`config.mk`:
```
export PLATFORM = sky130hd
export DESIGN_NAME = tile_sequencer_flat
export DESIGN_NICKNAME = d
export VERILOG_FILES = /design/src/rtl/tile_sequencer_if.sv /design/src/rtl/tile_sequencer.sv /design/src/flat_wrapper.sv
export SDC_FILE = /design/constraint.sdc
export NUM_CORES = 1
export LEC_CHECK = 0
export ABC_AREA = 1
export ABC_CLOCK_PERIOD_IN_PS = 2100
export BUFFER_PORTS_ARGS = -buffer_cell sky130_fd_sc_hd__buf_2
export CAP_MARGIN = 20
export CORE_MARGIN = 10
export CORE_UTILIZATION = 38
export CTS_CLUSTER_SIZE = 24
export DETAILED_ROUTE_END_ITERATION = 7
export PLACE_DENSITY_LB_ADDON = 0.25
export SKIP_CTS_REPAIR_TIMING = 1
export SLEW_MARGIN = 25
export SYNTH_ARGS = -nofsm -noshare
export SYNTH_HDL_FRONTEND = slang
export SYNTH_SLANG_ARGS = --single-unit
```
`constraint.sdc`:
```
create_clock -name clk -period 2.1 [get_ports clk]
set_input_delay 0.315 -clock clk [delete_from_list [all_inputs] [get_ports clk]]
set_output_delay 0.315 -clock clk [all_outputs]
set_load 0.005 [all_outputs]
```
`src/rtl/tile_sequencer_if.sv`:
```
// Bundles the bitmap-read, cell-controller and status signals of tile_sequencer.
// master = the sequencer, slave = frame timing / bitmap memory / cell controller.
interface tile_sequencer_if #(
  parameter int unsigned AW = 6,
  parameter int unsigned CW = 3,
  parameter int unsigned RW = 3
);
  logic          frame_start;
  logic          bm_rd;
  logic [AW-1:0] bm_addr;
  logic          bm_data;
  logic          cell_start;
  logic          cell_bit;
  logic          cell_done;
  logic [CW-1:0] col;
  logic [RW-1:0] row;
  logic          busy;
  logic          frame_done;
  logic          overrun;

  modport master (
    input  frame_start, bm_data, cell_done,
    output bm_rd, bm_addr, cell_start, cell_bit, col, row, busy, frame_done, overrun
  );

  modport slave (
    output frame_start, bm_data, cell_done,
    input  bm_rd, bm_addr, cell_start, cell_bit, col, row, busy, frame_done, overrun
  );
endinterface

```
`src/rtl/tile_sequencer.sv`:
```
// Raster-order frame scheduler: fetches one bitmap bit per cell, starts the cell
// controller with it and waits for cell_done before advancing.
module tile_sequencer #(
  parameter int unsigned COLS = 8,
  parameter int unsigned ROWS = 6,
  parameter int unsigned AW   = 6,
  parameter int unsigned CW   = 3,
  parameter int unsigned RW   = 3
) (
  input logic               clk,
  input logic               reset,
  tile_sequencer_if.master  bus
);

  typedef enum logic [2:0] {
    StIdle,
    StFetch,
    StLatch,
    StStart,
    StDraw,
    StNext
  } state_e;

  localparam logic [CW-1:0] LastCol = CW'(COLS - 1);
  localparam logic [RW-1:0] LastRow = RW'(ROWS - 1);

  state_e        state_q, state_d;
  logic [CW-1:0] col_q, col_d;
  logic [RW-1:0] row_q, row_d;
  logic [AW-1:0] idx_q, idx_d;
  logic          cell_bit_q, cell_bit_d;
  logic          overrun_q, overrun_d;
  logic          last_col, last_cell;

  assign last_col  = (col_q == LastCol);
  assign last_cell = last_col && (row_q == LastRow);

  always_ff @(posedge clk or posedge reset) begin
    if (reset) begin
      state_q <= StIdle;
    end else begin
      state_q <= state_d;
    end
  end

  always_comb begin
    state_d = StIdle;
    case (state_q)
      StIdle:  state_d = bus.frame_start ? StFetch : StIdle;
      StFetch: state_d = StLatch;
      StLatch: state_d = StStart;
      StStart: state_d = StDraw;
      StDraw:  state_d = bus.cell_done ? StNext : StDraw;
      StNext:  state_d = last_cell ? StIdle : StFetch;
      default: state_d = StIdle;
    endcase
  end

  always_comb begin
    bus.bm_rd      = 1'b0;
    bus.cell_start = 1'b0;
    bus.frame_done = 1'b0;
    bus.busy       = 1'b1;
    case (state_q)
      StIdle:  bus.busy       = 1'b0;
      StFetch: bus.bm_rd      = 1'b1;
      StStart: bus.cell_start = 1'b1;
      StNext:  bus.frame_done = last_cell;
      default: ;
    endcase
  end

  // Linear address is its own counter so bm_addr never needs row*COLS.
  always_comb begin
    col_d      = col_q;
    row_d      = row_q;
    idx_d      = idx_q;
    cell_bit_d = cell_bit_q;
    overrun_d  = overrun_q | (bus.frame_start && (state_q != StIdle));
    if (state_q == StLatch) begin
      cell_bit_d = bus.bm_data;
    end
    if (state_q == StNext) begin
      if (last_cell) begin
        col_d = '0;
        row_d = '0;
        idx_d = '0;
      end else if (last_col) begin
        col_d = '0;
        row_d = row_q + RW'(1);
        idx_d = idx_q + AW'(1);
      end else begin
        col_d = col_q + CW'(1);
        idx_d = idx_q + AW'(1);
      end
    end
  end

  always_ff @(posedge clk or posedge reset) begin
    if (reset) begin
      col_q      <= '0;
      row_q      <= '0;
      idx_q      <= '0;
      cell_bit_q <= 1'b0;
      overrun_q  <= 1'b0;
    end else begin
      col_q      <= col_d;
      row_q      <= row_d;
      idx_q      <= idx_d;
      cell_bit_q <= cell_bit_d;
      overrun_q  <= overrun_d;
    end
  end

  assign bus.bm_addr  = idx_q;
  assign bus.col      = col_q;
  assign bus.row      = row_q;
  assign bus.cell_bit = cell_bit_q;
  assign bus.overrun  = overrun_q;

endmodule
```
`src/flat_wrapper.sv`:
```
// flat-port wrapper written by rule: the top's interface ports become plain ports
module tile_sequencer_flat 
#(
  parameter int unsigned COLS = 8,
  parameter int unsigned ROWS = 6,
  parameter int unsigned AW   = 6,
  parameter int unsigned CW   = 3,
  parameter int unsigned RW   = 3
)
  (clk, reset, bus_frame_start, bus_bm_data, bus_cell_done, bus_bm_rd, bus_bm_addr, bus_cell_start, bus_cell_bit, bus_col, bus_row, bus_busy, bus_frame_done, bus_overrun);
  tile_sequencer_if #(.AW(AW), .CW(CW), .RW(RW)) bus_i ();
  input logic clk;
  input logic reset;
  input wire logic [$bits(bus_i.frame_start)-1:0] bus_frame_start;
  input wire logic [$bits(bus_i.bm_data)-1:0] bus_bm_data;
  input wire logic [$bits(bus_i.cell_done)-1:0] bus_cell_done;
  output wire logic [$bits(bus_i.bm_rd)-1:0] bus_bm_rd;
  output wire logic [$bits(bus_i.bm_addr)-1:0] bus_bm_addr;
  output wire logic [$bits(bus_i.cell_start)-1:0] bus_cell_start;
  output wire logic [$bits(bus_i.cell_bit)-1:0] bus_cell_bit;
  output wire logic [$bits(bus_i.col)-1:0] bus_col;
  output wire logic [$bits(bus_i.row)-1:0] bus_row;
  output wire logic [$bits(bus_i.busy)-1:0] bus_busy;
  output wire logic [$bits(bus_i.frame_done)-1:0] bus_frame_done;
  output wire logic [$bits(bus_i.overrun)-1:0] bus_overrun;
  assign bus_i.frame_start = bus_frame_start;
  assign bus_i.bm_data = bus_bm_data;
  assign bus_i.cell_done = bus_cell_done;
  assign bus_bm_rd = bus_i.bm_rd;
  assign bus_bm_addr = bus_i.bm_addr;
  assign bus_cell_start = bus_i.cell_start;
  assign bus_cell_bit = bus_i.cell_bit;
  assign bus_col = bus_i.col;
  assign bus_row = bus_i.row;
  assign bus_busy = bus_i.busy;
  assign bus_frame_done = bus_i.frame_done;
  assign bus_overrun = bus_i.overrun;
  tile_sequencer #(.COLS(COLS), .ROWS(ROWS), .AW(AW), .CW(CW), .RW(RW)) u_core (.clk(clk), .reset(reset), .bus(bus_i));
endmodule
```
==> impl_metrics.csv <==
group,metric,value,unit
logic_synthesis,syn_area,840,um^2
logic_synthesis,ys_warn_count,0,
route,wl_per_cell,12.4,um
setup_path,end_kind,"output pin",
logic_synthesis,synth.net_count,104,
timing,clock_skew,0.00817,ns
global_routing,grt_pass1_vias,740,
setup_path,max_stage_delay,0.39,ns
final_layout,drive_gt1_share,26.1,%
setup_path,cp_max_fo,4,
setup_path,required,1.78,ns
final_layout,num_antenna_cells,0,
logic_synthesis,ys_seq_area_share,50.7,%
setup_path,critPathBufInv,1,
cts,cts-root-buf,"clkbuf_4",
timing,rsz0062_at_grt,"false",
placed_design,gp_congestion,0.727,
cts,clkTransAtPathRegs,0.10,ns
timing,hold_violations,0,
floorplan,io_pins,23,
setup_path,reg2reg_slack,0.63,ns
placed_design,place_area,972,um^2
cts,cts_buffers,3,
floorplan,die_w,67.0,um
route,vias,711,
route,drc_errors,0,
placed_design,place_hpwl,1430,um
cts,clock_latency,0.29,ns
cts,tritoncts,"built",
setup_path,slowest_stage,"dfrtp_1",
final_layout,fin_nets,130,
timing,setup_violations,0,
floorplan,initial_utilization,41.5,%
flow_run,drv_cap,0,
setup_path,critPathTopFamily,"flip-flops",
route,via_per_inst,4.87,
logic_synthesis,syn_area_per_cell,8.93,um^2
setup_path,start_kind,"flop",
floorplan,rows,16,
timing,slew_headroom,57.3,%
pwr,p_per_area,1090,mW/mm^2
logic_synthesis,synth_cells,94,
final_layout,final_area,1000,um^2
floorplan,core,0.00202,mm^2
logic_synthesis,synth-seq-cells,17,
setup_path,path_common_cell,"ha_1",
setup_path,crit_type,"flop to output pin",
global_routing,grt_pass1_wl,3280,um
setup_path,worstPathArrival,1.57,ns
global_routing,grt_max_degree,18,
timing,max_freq,531,MHz
global_routing,grt_overflow,0,
route,drt_iter0_drc,19,
placed_design,pre_cts_slack,0.546,ns
pwr,p_leak,0.536,nW
cts,clk_path_buf_depth,2,
setup_path,cp_cell_sequence,"ha_1, ha_1, nand3_1, nor2_2, buf_2",
route,first_pass_iters,3,
logic_synthesis,ys_types,21,
route,totalWireLength,1810,um
floorplan,dieHeight,67.0,um
pwr,peakVddDrop,0.535,mV
global_routing,grtUsageTotal,9.06,%
run_status,status,"completed",
timing,tightest_slew,0.640,ns
placed_design,io_buffers,22,
cts,cts_sinks,17,
route,drtAntennaViolNets,0,
cts,htree_levels,1,
final_layout,areaGrowthSynthToFinish,19.1,%
global_routing,antenna_found_initial,0,
timing,layout_setup_ws,0.216,ns
timing,fin_crit_sh,89.7,%
timing,period_needed,1.88,ns
timing,slew_viol_final,0,
worst_hold_path,hold_path_class,"input pin to async pin",
timing,timing.setup.tns,0,ns
floorplan,die_area,0.00449,mm^2
[synth_stat cells]
master / instances / area share [%]
o21a_1: 1 / 0.89
nor3b_1: 1 / 0.89
inv_1: 9 / 4.0
o21bai_2: 1 / 1.3
dfrtp_1: 17 / 51
xnor2_1: 1 / 1.0
a21oi_1: 2 / 1.2
nand4_1: 2 / 1.5
ha_1: 5 / 7.5
o21ai_0: 8 / 4.8
a21o_1: 1 / 0.89
nand3_1: 8 / 4.8
nor2_1: 9 / 4.0
nand3_4: 1 / 2.1
nor3_1: 1 / 0.60
nor2_2: 1 / 0.75
o22ai_1: 1 / 0.75
o21ai_1: 2 / 1.2
inv_2: 2 / 0.89
buf_6: 1 / 1.3
nand2_1: 20 / 8.9
[worst paths after layout]
| check | startpoint | end | cells after the start |
|---|---|---|---|
| worst max register to register | u_core.bus.col[0] | u_core.bus.bm_addr[4] | 7 |
| min in group clk | bus_frame_start | u_core.state_q[0] | 3 |
| max in group asynchronous | reset | u_core.bus.bm_addr[4] | 2 |
| worst min-delay path | reset | u_core.state_q[1] | 2 |
| worst min register to register | u_core.bus.overrun | u_core.bus.overrun | 1 |
| worst max-delay path | u_core.bus.col[0] | bus_frame_done | 5 |
[state kept, by name (all words and copies together), names as in the netlist]
signal and flops:
u_core.bus.col 3, u_core.bus.bm_addr 6, u_core.bus.cell_bit 1, u_core.state_q 3, u_core.bus.overrun 1, u_core.bus.row 3
[cell usage in the layout (no fill, tap or decap), drive strengths merged]
| master | synthesis | routed |
|---|---|---|
| a21o | 1 | 1 |
| a21oi | 2 | 2 |
| buf | 1 | 22 |
| clkbuf | 0 | 3 |
| clkinv | 0 | 1 |
| dfrtp | 17 | 17 |
| ha | 5 | 5 |
| inv | 11 | 11 |
| nand2 | 20 | 20 |
| nand3 | 9 | 9 |
| nand4 | 2 | 2 |
| nor2 | 10 | 10 |
| nor3 | 1 | 1 |
| nor3b | 1 | 1 |
| o21a | 1 | 1 |
| o21ai | 10 | 10 |
| o21bai | 1 | 1 |
| o22ai | 1 | 1 |
| xnor2 | 1 | 1 |
[power by group]
part	leakage, nW	switching, W	internal [W]
combinational	0.301	0.000214	0.000178
clock	0.0177	0.000100	0.0000707
sequential	0.218	0.000108	0.000422
total	0.536	0.000422	0.000672
[through the flow]
step / hold WS [ns] / utilization [%] / instances / total power (W)
after CTS: 0.114 / 49.4 / 146 / 0.00112
after floorplan: 0.241 / - / 94 / 0.000771
after detailed placement: 0.443 / 48.1 / 142 / 0.000944
after global routing: 0.151 / 49.4 / 146 / 0.00121
final: 0.0891 / 49.4 / 146 / 0.00109
after global placement: 0.438 / 48.1 / 142 / 0.000925
[worst reg2reg max path, cell delays in order, from the launching register on]
cell	delay, ns
dfrtp_1	0.39
ha_1	0.18
ha_1	0.21
nand3_1	0.19
nor2_2	0.18
inv_1	0.09
o21ai_1	0.08
nor2_1	0.05
[layer usage]
layer	up-vias	global-route usage (%)	routed length [um]
met3	4	2.51	109
met5	-	0	0
met2	16	14.2	867
met1	333	11.0	808
met4	0	4.62	24
li1	358	-	-
[kinds of logic (layout without fill, tap and decap cells)]
logic type | Yosys count | after routing | synth area share (%)
and+or+nand+nor | 43 | 43 | 23.5
DFF | 17 | 17 | 50.7
AOI/OAI and AO/OA | 16 | 16 | 11.0
buffers and inverters | 12 | 37 | 6.26
adders and majority gates | 5 | 5 | 7.45
xor gates and xnor gates | 1 | 1 | 1.04
[cell type report]
class	instances	area (um^2)
clock inverter	1	5.00
timing repair buffer	22	110
sequential	17	425
multi-input combinational	65	362
fill	212	1020
tap	27	33.8
inverter	11	41.3
clock buffer	3	22.5
Note: power is estimated with default switching activity, not from simulation.
